===== config.mk =====
export PLATFORM = sky130hd
export DESIGN_NAME = mux_arb_n_flat
export DESIGN_NICKNAME = d
export VERILOG_FILES = /design/src/rtl/mux_arb_n_pkg.sv /design/src/rtl/mux_arb_n_if.sv /design/src/rtl/mux_arb_n_rr_pick.sv /design/src/rtl/mux_arb_n.sv /design/src/flat_wrapper.sv
export SDC_FILE = /design/constraint.sdc
export NUM_CORES = 1
export LEC_CHECK = 0
export ABC_CLOCK_PERIOD_IN_PS = 3450
export BUFFER_PORTS_ARGS = -buffer_cell sky130_fd_sc_hd__buf_2
export CAP_MARGIN = 20
export CORE_MARGIN = 2
export CORE_UTILIZATION = 30
export CTS_CLUSTER_DIAMETER = 50
export DETAILED_ROUTE_END_ITERATION = 10
export GPL_TIMING_DRIVEN = 0
export SETUP_SLACK_MARGIN = 0.4
export SLEW_MARGIN = 20
export SYNTH_ARGS = -nofsm -noshare
export SYNTH_HDL_FRONTEND = slang
export SYNTH_SLANG_ARGS = --single-unit
export TNS_END_PERCENT = 50

===== constraint.sdc =====
create_clock -name clk -period 3.45 [get_ports clk]
set_clock_uncertainty 0.2 [all_clocks]
set_input_delay 0.1725 -clock clk [delete_from_list [all_inputs] [get_ports clk]]
set_output_delay 0.1725 -clock clk [all_outputs]
set_load 0.01 [all_outputs]

===== src/rtl/mux_arb_n_pkg.sv =====
// ---------------------------------------------------------------------------
// mux_arb_pkg
// Purpose : Shared definitions for the mux_arb_n block and its bench.
//           - mode_e       : selection mode encoding (fixed select / round-robin)
//           - MAX_NCH      : largest supported channel count (bench sizing)
//           - sel_in_range : true when a select value names an existing channel
// ---------------------------------------------------------------------------
package mux_arb_pkg;

  typedef enum logic {
    MODE_FIXED = 1'b0,
    MODE_RR    = 1'b1
  } mode_e;

  localparam int unsigned MAX_NCH = 16;

  // Select values at or above the channel count (non power-of-two NCH) never grant.
  function automatic logic sel_in_range(input int unsigned sel, input int unsigned nch);
    return (sel < nch);
  endfunction

endpackage


===== src/rtl/mux_arb_n_if.sv =====
// ---------------------------------------------------------------------------
// mux_arb_n_if
// Purpose : Bundles the producer-side and consumer-side handshake signals of
//           mux_arb_n.
//   in_data  [NCH*W] channel i in bits [i*W +: W]
//   in_valid [NCH]   channel i offers a word
//   in_ready [NCH]   one-hot/zero grant back to the producers
//   S        [SW]    fixed-mode channel select
//   mode     [1]     0 fixed select, 1 round-robin
//   out_data [W]     registered selected word
//   out_valid        out_data holds an unconsumed word
//   out_ready        consumer accepts out_data
//   out_ch   [SW]    channel that produced out_data
// Modports: slave  = the multiplexer itself
//           master = the environment driving producers/consumer
// ---------------------------------------------------------------------------
interface mux_arb_n_if #(
  parameter int NCH = 4,
  parameter int W   = 8
);
  localparam int SW = $clog2(NCH);

  logic [NCH*W-1:0] in_data;
  logic [NCH-1:0]   in_valid;
  logic [NCH-1:0]   in_ready;
  logic [SW-1:0]    S;
  logic             mode;
  logic [W-1:0]     out_data;
  logic             out_valid;
  logic             out_ready;
  logic [SW-1:0]    out_ch;

  modport slave (
    input  in_data, in_valid, S, mode, out_ready,
    output in_ready, out_data, out_valid, out_ch
  );

  modport master (
    output in_data, in_valid, S, mode, out_ready,
    input  in_ready, out_data, out_valid, out_ch
  );

endinterface


===== src/rtl/mux_arb_n_rr_pick.sv =====
// ---------------------------------------------------------------------------
// rr_pick
// Purpose : Combinational round-robin picker. Scans req starting at ptr+1,
//           wrapping modulo NCH, and returns the first requesting index.
//   req   [NCH] request vector
//   ptr   [SW]  index granted last; it has the lowest priority this time
//   found       at least one request is set
//   idx   [SW]  chosen index (0 when found=0)
// ---------------------------------------------------------------------------
module rr_pick #(
  parameter  int NCH = 4,
  localparam int SW  = $clog2(NCH)
) (
  input  logic [NCH-1:0] req,
  input  logic [SW-1:0]  ptr,
  output logic           found,
  output logic [SW-1:0]  idx
);

  logic [SW-1:0] pos_s;

  // Scan from the farthest offset down to ptr+1 so the nearest request wins.
  always_comb begin
    found = 1'b0;
    idx   = {SW{1'b0}};
    pos_s = {SW{1'b0}};
    for (int k = NCH; k >= 1; k--) begin
      pos_s = SW'((int'(ptr) + k) % NCH);
      if (req[pos_s]) begin
        found = 1'b1;
        idx   = pos_s;
      end else begin
        found = found;
      end
    end
  end

endmodule


===== src/rtl/mux_arb_n.sv =====
// ---------------------------------------------------------------------------
// mux_arb_n
// Purpose : Registered NCH-channel, W-bit multiplexer with per-channel
//           valid/ready. One channel is granted per transfer, either by the
//           explicit select S (mode=0) or round-robin among valid channels
//           (mode=1). The chosen word lands in a single output register that
//           is drained by out_valid/out_ready at up to one word per cycle.
// Ports   : clk    rising-edge clock
//           reset  synchronous, active-high
//           bus    mux_arb_n_if.slave (see interface header)
// ---------------------------------------------------------------------------
module mux_arb_n
  import mux_arb_pkg::*;
#(
  parameter  int NCH = 4,
  parameter  int W   = 8,
  localparam int SW  = $clog2(NCH)
) (
  input logic         clk,
  input logic         reset,
  mux_arb_n_if.slave  bus
);

  // Output register and round-robin pointer.
  logic [W-1:0]  out_data_q,  out_data_d;
  logic          out_valid_q, out_valid_d;
  logic [SW-1:0] out_ch_q,    out_ch_d;
  logic [SW-1:0] ptr_q,       ptr_d;

  logic [W-1:0]  word_s [NCH];
  logic          ld_s;
  logic          fixed_found_s;
  logic [SW-1:0] fixed_idx_s;
  logic          rr_found_s;
  logic [SW-1:0] rr_idx_s;
  logic          cand_found_s;
  logic [SW-1:0] cand_idx_s;
  logic          grant_s;
  logic [NCH-1:0] in_ready_s;

  rr_pick #(.NCH(NCH)) u_rr_pick (
    .req   (bus.in_valid),
    .ptr   (ptr_q),
    .found (rr_found_s),
    .idx   (rr_idx_s)
  );

  // Split the flat input bus into per-channel words.
  always_comb begin
    for (int i = 0; i < NCH; i++) begin
      word_s[i] = bus.in_data[i*W +: W];
    end
  end

  // Fixed-mode candidate: only an in-range, valid select qualifies.
  always_comb begin
    fixed_found_s = 1'b0;
    fixed_idx_s   = bus.S;
    if (sel_in_range(int'(bus.S), NCH)) begin
      fixed_found_s = bus.in_valid[bus.S];
    end else begin
      fixed_found_s = 1'b0;
    end
  end

  // Mode mux between the fixed select and the round-robin pick.
  always_comb begin
    cand_found_s = 1'b0;
    cand_idx_s   = {SW{1'b0}};
    case (bus.mode)
      MODE_FIXED: begin
        cand_found_s = fixed_found_s;
        cand_idx_s   = fixed_idx_s;
      end
      MODE_RR: begin
        cand_found_s = rr_found_s;
        cand_idx_s   = rr_idx_s;
      end
      default: begin
        cand_found_s = 1'b0;
        cand_idx_s   = {SW{1'b0}};
      end
    endcase
  end

  // Grant: the register can load when empty or being drained this cycle.
  // The candidate is already known valid, so a grant is always a transfer.
  always_comb begin
    ld_s       = !out_valid_q || bus.out_ready;
    grant_s    = ld_s && cand_found_s && !reset;
    in_ready_s = {NCH{1'b0}};
    for (int i = 0; i < NCH; i++) begin
      in_ready_s[i] = grant_s && (cand_idx_s == SW'(i));
    end
  end

  // Next state: load on grant, otherwise drain or hold.
  always_comb begin
    out_data_d  = out_data_q;
    out_valid_d = out_valid_q;
    out_ch_d    = out_ch_q;
    ptr_d       = ptr_q;
    if (grant_s) begin
      out_data_d  = word_s[cand_idx_s];
      out_ch_d    = cand_idx_s;
      out_valid_d = 1'b1;
      if (bus.mode == MODE_RR) begin
        ptr_d = cand_idx_s;
      end else begin
        ptr_d = ptr_q;
      end
    end else if (bus.out_ready) begin
      out_valid_d = 1'b0;
    end else begin
      out_valid_d = out_valid_q;
    end
  end

  // State registers; ptr resets to NCH-1 so channel 0 is first in line.
  always_ff @(posedge clk) begin
    if (reset) begin
      out_data_q  <= {W{1'b0}};
      out_valid_q <= 1'b0;
      out_ch_q    <= {SW{1'b0}};
      ptr_q       <= SW'(NCH - 1);
    end else begin
      out_data_q  <= out_data_d;
      out_valid_q <= out_valid_d;
      out_ch_q    <= out_ch_d;
      ptr_q       <= ptr_d;
    end
  end

  assign bus.in_ready  = in_ready_s;
  assign bus.out_data  = out_data_q;
  assign bus.out_valid = out_valid_q;
  assign bus.out_ch    = out_ch_q;

endmodule


===== src/flat_wrapper.sv =====
// flat-port wrapper written by rule: the top's interface ports become plain ports
module mux_arb_n_flat import mux_arb_pkg::*;
#(
  parameter  int NCH = 4,
  parameter  int W   = 8,
  localparam int SW  = $clog2(NCH)
)
  (clk, reset, bus_in_data, bus_in_valid, bus_S, bus_mode, bus_out_ready, bus_in_ready, bus_out_data, bus_out_valid, bus_out_ch);
  mux_arb_n_if #(.NCH(NCH), .W(W)) bus_i ();
  input logic clk;
  input logic reset;
  input wire logic [$bits(bus_i.in_data)-1:0] bus_in_data;
  input wire logic [$bits(bus_i.in_valid)-1:0] bus_in_valid;
  input wire logic [$bits(bus_i.S)-1:0] bus_S;
  input wire logic [$bits(bus_i.mode)-1:0] bus_mode;
  input wire logic [$bits(bus_i.out_ready)-1:0] bus_out_ready;
  output wire logic [$bits(bus_i.in_ready)-1:0] bus_in_ready;
  output wire logic [$bits(bus_i.out_data)-1:0] bus_out_data;
  output wire logic [$bits(bus_i.out_valid)-1:0] bus_out_valid;
  output wire logic [$bits(bus_i.out_ch)-1:0] bus_out_ch;
  assign bus_i.in_data = bus_in_data;
  assign bus_i.in_valid = bus_in_valid;
  assign bus_i.S = bus_S;
  assign bus_i.mode = bus_mode;
  assign bus_i.out_ready = bus_out_ready;
  assign bus_in_ready = bus_i.in_ready;
  assign bus_out_data = bus_i.out_data;
  assign bus_out_valid = bus_i.out_valid;
  assign bus_out_ch = bus_i.out_ch;
  mux_arb_n #(.NCH(NCH), .W(W)) u_core (.clk(clk), .reset(reset), .bus(bus_i));
endmodule

## After elaboration in Yosys (flattened, before gate mapping)

Cells that the tools add are included.

- Flip-flop bits (word level): 13
- Input port bits: 42
- Output and inout port bits: 15
- Logic and storage cells: 56

- Add/sub/neg operators: 4
- $lt $le $gt $ge: 6
- Equal/unequal tests: 3
- Muxes and demuxes: 25
- Bitwise operators: 2
- Reductions and logical operators: 12

Operators by type and width:

| kind | count |
|---|---|
| 8-bit binary-select mux with 2-bit select | 1 |
| 8-bit two-way mux | 2 |
| 2-bit by 3-bit less-than comparator with 1-bit output (second input constant) | 5 |
| 1-bit two-way mux | 11 |
| 1-bit binary-select mux with 2-bit select | 5 |
| 2-bit two-way mux | 4 |
| 1-bit logical AND | 6 |
| 2-bit by 1-bit adder with 2-bit output (second input constant) | 2 |
| 2-bit adder (second input constant) | 2 |
| 2-bit equality test (second input constant) | 2 |
| 2-bit case mux with 2 select lines | 1 |
| 3-bit greater-or-equal comparator (second input constant) | 1 |
| 2-bit NOT with 3-bit output | 1 |
| 2-bit by 1-bit equality test with 1-bit output (second input constant) | 1 |
| 1-bit zero test | 2 |
| 2-bit zero test | 1 |
| 1-bit case mux with 2 select lines | 1 |
| 2-bit AND reduction | 1 |
| 2-bit nonzero test | 1 |
| 1-bit logical OR | 1 |
| 1-bit NOT | 1 |

## Logic depth before layout (Yosys ltp)

Gate-level depths: netlist (run 1).

- Depth in word-level cells: 12
- Depth in mapped cells: 9
- Depth with buffers taken out: 6

## By module

A second synthesis (run 1) with hierarchy kept.

- Cell total of the unflattened synthesis: 97
- Area total of the unflattened synthesis: 949.7 µm²

Modules (own cells, without submodules):

| module | times used | cells an instance | area an instance (µm²) | sequential area each (µm²) |
|---|---|---|---|---|
| mux_arb_n | 1 | 83 | 858.3 | 260.2 |
| rr_pick | 1 | 14 | 91.3 | 0.0 |

## Worst setup path before layout (run 1)

Ideal clock, no wire load.

- Path kind: input -> register
- From: input bus_S[0]
- To: register u_core.ptr_q[1]
- Library setup time: 0.120 ns
- Data arrival time: 1.581 ns
- Required time: 3.130 ns
- Setup slack: 1.549 ns
- Stages on the path: 7
- Path buffers: 1
- Cells stage by stage: clkbuf_1 > mux2_1 > a222oi_1 > nor2b_2 > nand3b_2 > nor4_1 > a211o_1

- Longest elaborated chain between the ends: 6

Ends and longest elaborated chain:

| what | line | source |
|---|---|---|
| start, declared | flat_wrapper.sv:14 | `input wire logic [$bits(bus_i.S)-1:0] bus_S;` |
| 1-bit binary-select mux with 2-bit select | mux_arb_n.sv:60 | `fixed_found_s = bus.in_valid[bus.S];` |
| 1-bit two-way mux (implied by the code) | mux_arb_n.sv:60 |  |
| 1-bit case mux with 2 select lines | mux_arb_n.sv:70 | `case (bus.mode)` |
| 1-bit logical AND (2 in a row) | mux_arb_n.sv:90 | `grant_s = ld_s && cand_found_s && !reset;` |
| 2-bit AND reduction (no line) | -- |  |
| end signal, assigned | mux_arb_n.sv:125 | `ptr_q <= SW'(NCH - 1);` |
| end signal, assigned | mux_arb_n.sv:130 | `ptr_q <= ptr_d;` |
| end, declared | mux_arb_n.sv:28 | `logic [SW-1:0] ptr_q, ptr_d;` |

No other way between the ends. The select of a mux whose other input is x is not followed.
A chain may end at the register's enable or synchronous reset.

## Worst setup path after layout (run 1)

- From: register u_core.ptr_q[1]
- To: output bus_in_ready[2]

- Longest elaborated chain between the ends: 11
- Elaborated cells on any way between the ends: 26
- Those cells by class: add/sub (4); eq/ne (1); mux (18); reduce/logical (3)

Ends and longest elaborated chain:

| what | line | source |
|---|---|---|
| 2-bit by 1-bit adder with 2-bit output | mux_arb_n_rr_pick.sv:28 | `pos_s = SW'((int'(ptr) + k) % NCH);` |
| 1-bit binary-select mux with 2-bit select | mux_arb_n_rr_pick.sv:29 | `if (req[pos_s]) begin` |
| 1-bit two-way mux (implied by the code) | mux_arb_n_rr_pick.sv:29 |  |
| 1-bit two-way mux (4 in a row) | mux_arb_n_rr_pick.sv:29 |  |
| 1-bit case mux with 2 select lines | mux_arb_n.sv:70 |  |
| 1-bit logical AND (2 in a row) | mux_arb_n.sv:90 |  |
| 1-bit logical AND * | mux_arb_n.sv:93 | `in_ready_s[i] = grant_s && (cand_idx_s == SW'(i));` |
| end, declared | flat_wrapper.sv:17 | `output wire logic [$bits(bus_i.in_ready)-1:0] bus_in_ready;` |

Every way passes the cells marked *; elsewhere a longest branch is shown, timed or not. The select of a mux whose other input is x is not followed.

==> results.ini, run 1 <==
[placed_design]
dp_hpwl_um = 2850
gp_congestion = 0.785
portBuffers = 53
pre_cts_slack_ns = 1.15

[logic_synthesis]
synth.avg_cell_area_um2 = 7.88
synthFlopType = dfxtp_1
ys_seq_elements = 13
synth-seq-area-share = 0.217
synth_edf_count = 0
synth_cell_type_count = 43
syn_area_mm2 = 0.00120
syn_inst = 152
synth_fp_nets = 194
synthArstFlopShare = 0
yosysWarnings = 0

[global_routing]
track_usage = 0.168
first_global_vias = 1262
gr-usage-met3 = 0.0100
overflow = 0
use_met2 = 0.249
grt_start_max_net_pins = 11
antenna_found_initial = 0
use_met1 = 0.258
grt-busiest-layer = met1
grt_pass1_wl_um = 5940

[worst_setup_path]
start_kind = register
end_kind = primary output
critPathMaxFanout = 10
cp.arrival_ns = 1.99
crit_type = reg -> out
rrSetupSlack_ns = 1.21
worst_ep_required_time_ns = 3.08

[timing]
slew_viol_final = 0
fmax_mhz = 423
hold_violations = 0
rsz0062_at_grt = false
final-setup-viol-count = 0
min_period_over_period = 0.685
fin_crit_ns = 2.36
hold_ws_ns = 0.0223
worst_slack_ns = 1.09
timing.slew.headroom = 0.580
tightestPinTransition_ns = 0.629
final.setup.tns_ns = 0

[floorplanning]
ioPinCount = 57
coreArea_mm2 = 0.00374
rows = 22
die_area_mm2 = 0.00451
die_y_um = 67.2
start_util = 0.320
die_width_um = 67.2

[pwr]
switching_share = 0.339
clkPwrFrac = 0.263
p_int_mw = 0.336
peakVddDrop_uv = 96.0
power.switching_mw = 0.172
share_comb_of_total_power = 0.391
p_per_area_mw_per_mm2 = 324
p_seq_frac = 0.346
p_leak_nw = 0.725

[final_layout]
drive_above_1_share = 0.335
final_nets = 252
multiInputGateArea_um2 = 843
fillers = 426
num_antenna_cells = 0
seqCellArea_um2 = 260
final_common_cell = buf_2
final_cell_mix = buf_2, a21oi_1, mux2i_1
final_util = 0.419
synthToLayoutAreaGrowth_pct = 30.9

[clocking]
cts_resized = 0
numCtsBuffers = 3
clkLatencyLatePin_ns = 0.24
cts_tree = done
htreeDepth = 1
cts_setup_buffers = 0
ctsHoldBuffers = 0
cts-root-buf = clkbuf_8
cts_max_path_buffers = 2
clkTransAtPathRegs_ns = 0.05
clkSinkCount = 13

[route]
wirelength_um = 3660
avgRoutedWirePerCell_um = 14.3
num_vias = 1375
first_pass_iters = 4
detail-route-antenna-nets = 0
drt_iter0_markers = 70
drc = 0
via_per_inst = 5.35

[min_path]
hp-class = in -> reg

[job]
maxCapViolCount = 0

[outcome]
run_status = finished, final reports clean

[worst max-delay path, cell delays in order (launching register included)]
cell and delay [ns]:
dfxtp_1 0.30, buf_2 0.17, mux2i_1 0.19, o22ai_1 0.11
a21oi_2 0.22, clkbuf_1 0.35, a22oi_1 0.12, nor2_1 0.15
buf_2 0.15
[power groups by stage]
stage	combinational, mW	sequential (mW)	clock, mW
2_1_floorplan	0.118	0.185	0
5_1_grt	0.221	0.178	0.147
4_1_cts	0.199	0.176	0.136
3_5_place_dp	0.199	0.179	0
6_report	0.199	0.176	0.134
3_3_place_gp	0.197	0.179	0
[cell families after synthesis]
kind of cell | share of synthesized area
AOI/OAI and AO/OA | 0.321
and+or+nand+nor | 0.214
muxes | 0.169
buffers and inverters | 0.0784
DFF | 0.217
[path summary, 6_finish.rpt]
path	startpoint	to	cells past startpoint
worst max register to register	u_core.ptr_q[1]$_SDFFE_PP1P_	u_core.bus.out_data[2]$_SDFFE_PP0P_	8
worst min register to register	u_core.bus.out_data[0]$_SDFFE_PP0P_	u_core.bus.out_data[0]$_SDFFE_PP0P_	2
worst min-delay path	bus_out_ready	u_core.bus.out_valid$_SDFFE_PP0P_	3
worst max-delay path	u_core.ptr_q[1]$_SDFFE_PP1P_	bus_in_ready[2]	8
[per-layer routing]
| metal | part of all wire | wire length [um] |
|---|---|---|
| met5 | 0 | 0 |
| met4 | 0.0082 | 30 |
| met3 | 0.054 | 199 |
| met2 | 0.44 | 1610 |
| met1 | 0.50 | 1830 |
[cells in the mapped netlist (3+ instances only)]
cell / number / area [um2]
buf_2: 3 / 15.0
dfxtp_1: 13 / 260
nor2_1: 7 / 26.3
nor2b_1: 4 / 25.0
nor3_1: 3 / 15.0
o31ai_1: 8 / 60.1
nand2_1: 10 / 37.5
mux2i_1: 18 / 180
a221oi_1: 8 / 70.1
clkbuf_1: 8 / 30.0
a21oi_1: 20 / 100
and3_1: 8 / 50.1
a311oi_1: 8 / 70.1
[sequential cells by signal, summed over array words and instances, names as in the netlist]
name / count
u_core.bus.out_data: 8
u_core.bus.out_valid: 1
u_core.bus.out_ch: 2
u_core.ptr_q: 2
[final cells by class]
cell class,count,share of cell area
buffer,15,0.0527
clock buffer,4,0.0287
inverter,3,0.00718
multi-input combinational,121,0.538
sequential,13,0.166
tap,48,0.0383
timing repair buffer,53,0.169
[per-stage QoR]
stage          cells  total power, mW  instance area, um2
2_1_floorplan    152            0.303                1200
3_3_place_gp     253            0.376                1520
3_5_place_dp     253            0.378                1520
4_1_cts          257            0.511                1570
5_1_grt          257            0.546                1570
6_report         257            0.508                1570
No activity file was read; power rests on OpenSTA's default activity.
==> run 2, diff against run 1 <==
ABC_CLOCK_PERIOD_IN_PS = 2050   (was 3450)
clock period = 2.05 ns   (was 3.45 ns; I/O delays follow)
==> results.ini, run 2 (synthesis results as in run 1) <==
[worst_setup_path]
critPathMaxFanout = 7  ; was 10
r2r_cells = 10  ; was 8
start_kind = register  ; unchanged
worst_ep_required_time_ns = 2.02  ; was 3.08 ns
reg2reg_from = u_core.ptr_q[1]$_SDFFE_PP1P_  ; unchanged
rrSetupSlack_ns = 0.07  ; was 1.21 ns
reg2reg_to = u_core.bus.out_data[7]$_SDFFE_PP0P_  ; was u_core.bus.out_data[2]$_SDFFE_PP0P_
cp.arrival_ns = 1.95  ; was 1.99 ns
worstSetupStartpoint = u_core.ptr_q[1]$_SDFFE_PP1P_  ; unchanged
end_kind = register  ; was primary output
crit_type = reg -> reg  ; was reg -> out

[route]
wirelength_um = 4120  ; was 3660 um
avgRoutedWirePerCell_um = 15.0  ; was 14.3 um
drt_iter0_markers = 83  ; was 70
drc = 0  ; unchanged
num_vias = 1483  ; was 1375
detail-route-antenna-nets = 0  ; unchanged
first_pass_iters = 4  ; unchanged
via_per_inst = 5.39  ; was 5.35

[min_path]
min-delay-start = bus_in_data[28]  ; was bus_out_ready
min_path_cells = 3  ; unchanged
min_to = u_core.bus.out_data[4]$_SDFFE_PP0P_  ; was u_core.bus.out_valid$_SDFFE_PP0P_
hp-class = in -> reg  ; unchanged

[global_routing]
grt_pass1_wl_um = 6650  ; was 5940 um
grt-busiest-layer = met2  ; was met1
use_met2 = 0.316  ; was 0.249
grt_start_max_net_pins = 11  ; unchanged
antenna_found_initial = 0  ; unchanged
use_met1 = 0.264  ; was 0.258
overflow = 0  ; unchanged
track_usage = 0.195  ; was 0.168
first_global_vias = 1387  ; was 1262
gr-usage-met3 = 0.0200  ; was 0.0100

[clocking]
cts_max_path_buffers = 2  ; unchanged
clkLatencyLatePin_ns = 0.25  ; was 0.24 ns
clkSinkCount = 13  ; unchanged
htreeDepth = 1  ; unchanged
cts_tree = done  ; unchanged
clkTransAtPathRegs_ns = 0.06  ; was 0.05 ns
cts-root-buf = clkbuf_8  ; unchanged
numCtsBuffers = 3  ; unchanged

[outcome]
run_status = complete, but fails checks  ; was finished, final reports clean
violations = hold timing

[final_layout]
fillers = 376  ; was 426
final_nets = 270  ; was 252
largest_reg_flops = 8  ; unchanged
final_common_cell = buf_2  ; unchanged
drive_above_1_share = 0.493  ; was 0.335
num_antenna_cells = 0  ; unchanged
final_area_mm2 = 0.00191  ; was 0.00157 mm2
final_util = 0.510  ; was 0.419
final_cells = 275  ; was 257
final_cell_mix = buf_2, mux2i_1, a21oi_1  ; was buf_2, a21oi_1, mux2i_1
synthToLayoutAreaGrowth_pct = 59.5  ; was 30.9%

[placed_design]
dp_hpwl_um = 2930  ; was 2850 um
gp_congestion = 0.811  ; was 0.785
portBuffers = 53  ; unchanged
dpl_cell_area_mm2 = 0.00157  ; was 0.00152 mm2
dp.cells = 253  ; unchanged

[timing]
timing.slew.headroom = 0.595  ; was 0.580
hold_violations = 2  ; was 0
fin_crit_ns = 1.98
min_period_over_period = 0.966
slew_viol_final = 0  ; unchanged
tightestPinTransition_ns = 0.607  ; was 0.629 ns
rsz0062_at_grt = true  ; was false
hold_ws_ns = -0.00244  ; was 0.0223 ns
fmax_mhz = 505
final-setup-viol-count = 0  ; unchanged

[floorplanning]
die_width_um = 67.2  ; unchanged
ioPinCount = 57  ; unchanged
coreArea_mm2 = 0.00374  ; unchanged
die_area_mm2 = 0.00451  ; unchanged
die_y_um = 67.2  ; unchanged
rows = 22  ; unchanged
start_util = 0.320  ; unchanged

[job]
maxCapViolCount = 0  ; unchanged

[pwr]
p_leak_nw = 0.904  ; was 0.725 nW
p_per_area_mw_per_mm2 = 522  ; was 324 mW/mm2
peakVddDrop_uv = 222  ; was 96.0 uV

==> run 2: per-stage QoR <==
step	setup slack (ns)	power [mW]	hold WS, ns	setup TNS (ns)
after global routing	-0.0296	1.05	0.0186	-0.107
final	0.0698	0.997	-0.00244	0
after detailed placement	-0.102	0.651	0.217	-0.747
after floorplan	0.308	0.524	0.100	0
after CTS	0.0307	0.976	0.00191	0
after global placement	-0.130	0.649	0.209	-1.09
==> run 2: metal layers <==
metal / vias up / share of wire
met5: - / 0
met4: 0 / 0.016
met3: 5 / 0.055
met2: 41 / 0.46
met1: 697 / 0.47
li1: 740 / -
==> run 2: area by class of cell <==
| type | count | area, um2 | area share |
|---|---|---|---|
| Clock buffer | 4 | 45.0 | 0.0236 |
| Inverter | 3 | 12.5 | 0.00655 |
| Timing Repair Buffer | 70 | 409 | 0.214 |
| Multi-Input combinational cell | 121 | 981 | 0.514 |
| Timing Repair inverter | 1 | 3.75 | 0.00197 |
| Buffer | 15 | 136 | 0.0714 |
| Tap cell | 48 | 60.1 | 0.0315 |
| Sequential cell | 13 | 262 | 0.137 |
==> run 2: critical path: stages (launching register included) <==
cell,delay (ns)
dfxtp_2,0.31
buf_6,0.12
a211oi_2,0.28
nor4b_2,0.10
buf_4,0.14
buf_4,0.12
buf_4,0.12
buf_4,0.12
a21oi_1,0.14
a221oi_2,0.05
o31ai_1,0.19
==> run 2: what timing repair did <==
action	4_1_cts	5_1_grt
buffers inserted	13	1
pin swaps	7	8
hold endpoints to repair	1	0
resized for setup	25	9
endpoints found under the setup margin	15	15
hold buffers	1	0
cloned	3	0
==> run 2: how the worst max path moves through the flow <==
stage,endpoint,cells after the start
2_1_floorplan,u_core.bus.out_data[0]$_SDFFE_PP0P_,8
3_3_place_gp,bus_in_ready[2],8
3_5_place_dp,bus_in_ready[2],8
4_1_cts,bus_in_ready[2],8
5_1_grt,u_core.bus.out_data[3]$_SDFFE_PP0P_,10
6_report,u_core.bus.out_data[7]$_SDFFE_PP0P_,10
==> run 2: power breakdown <==
part / internal (mW) / switching, mW
registers: 0.282 / 0.0150
logic: 0.227 / 0.234
clock network: 0.138 / 0.101
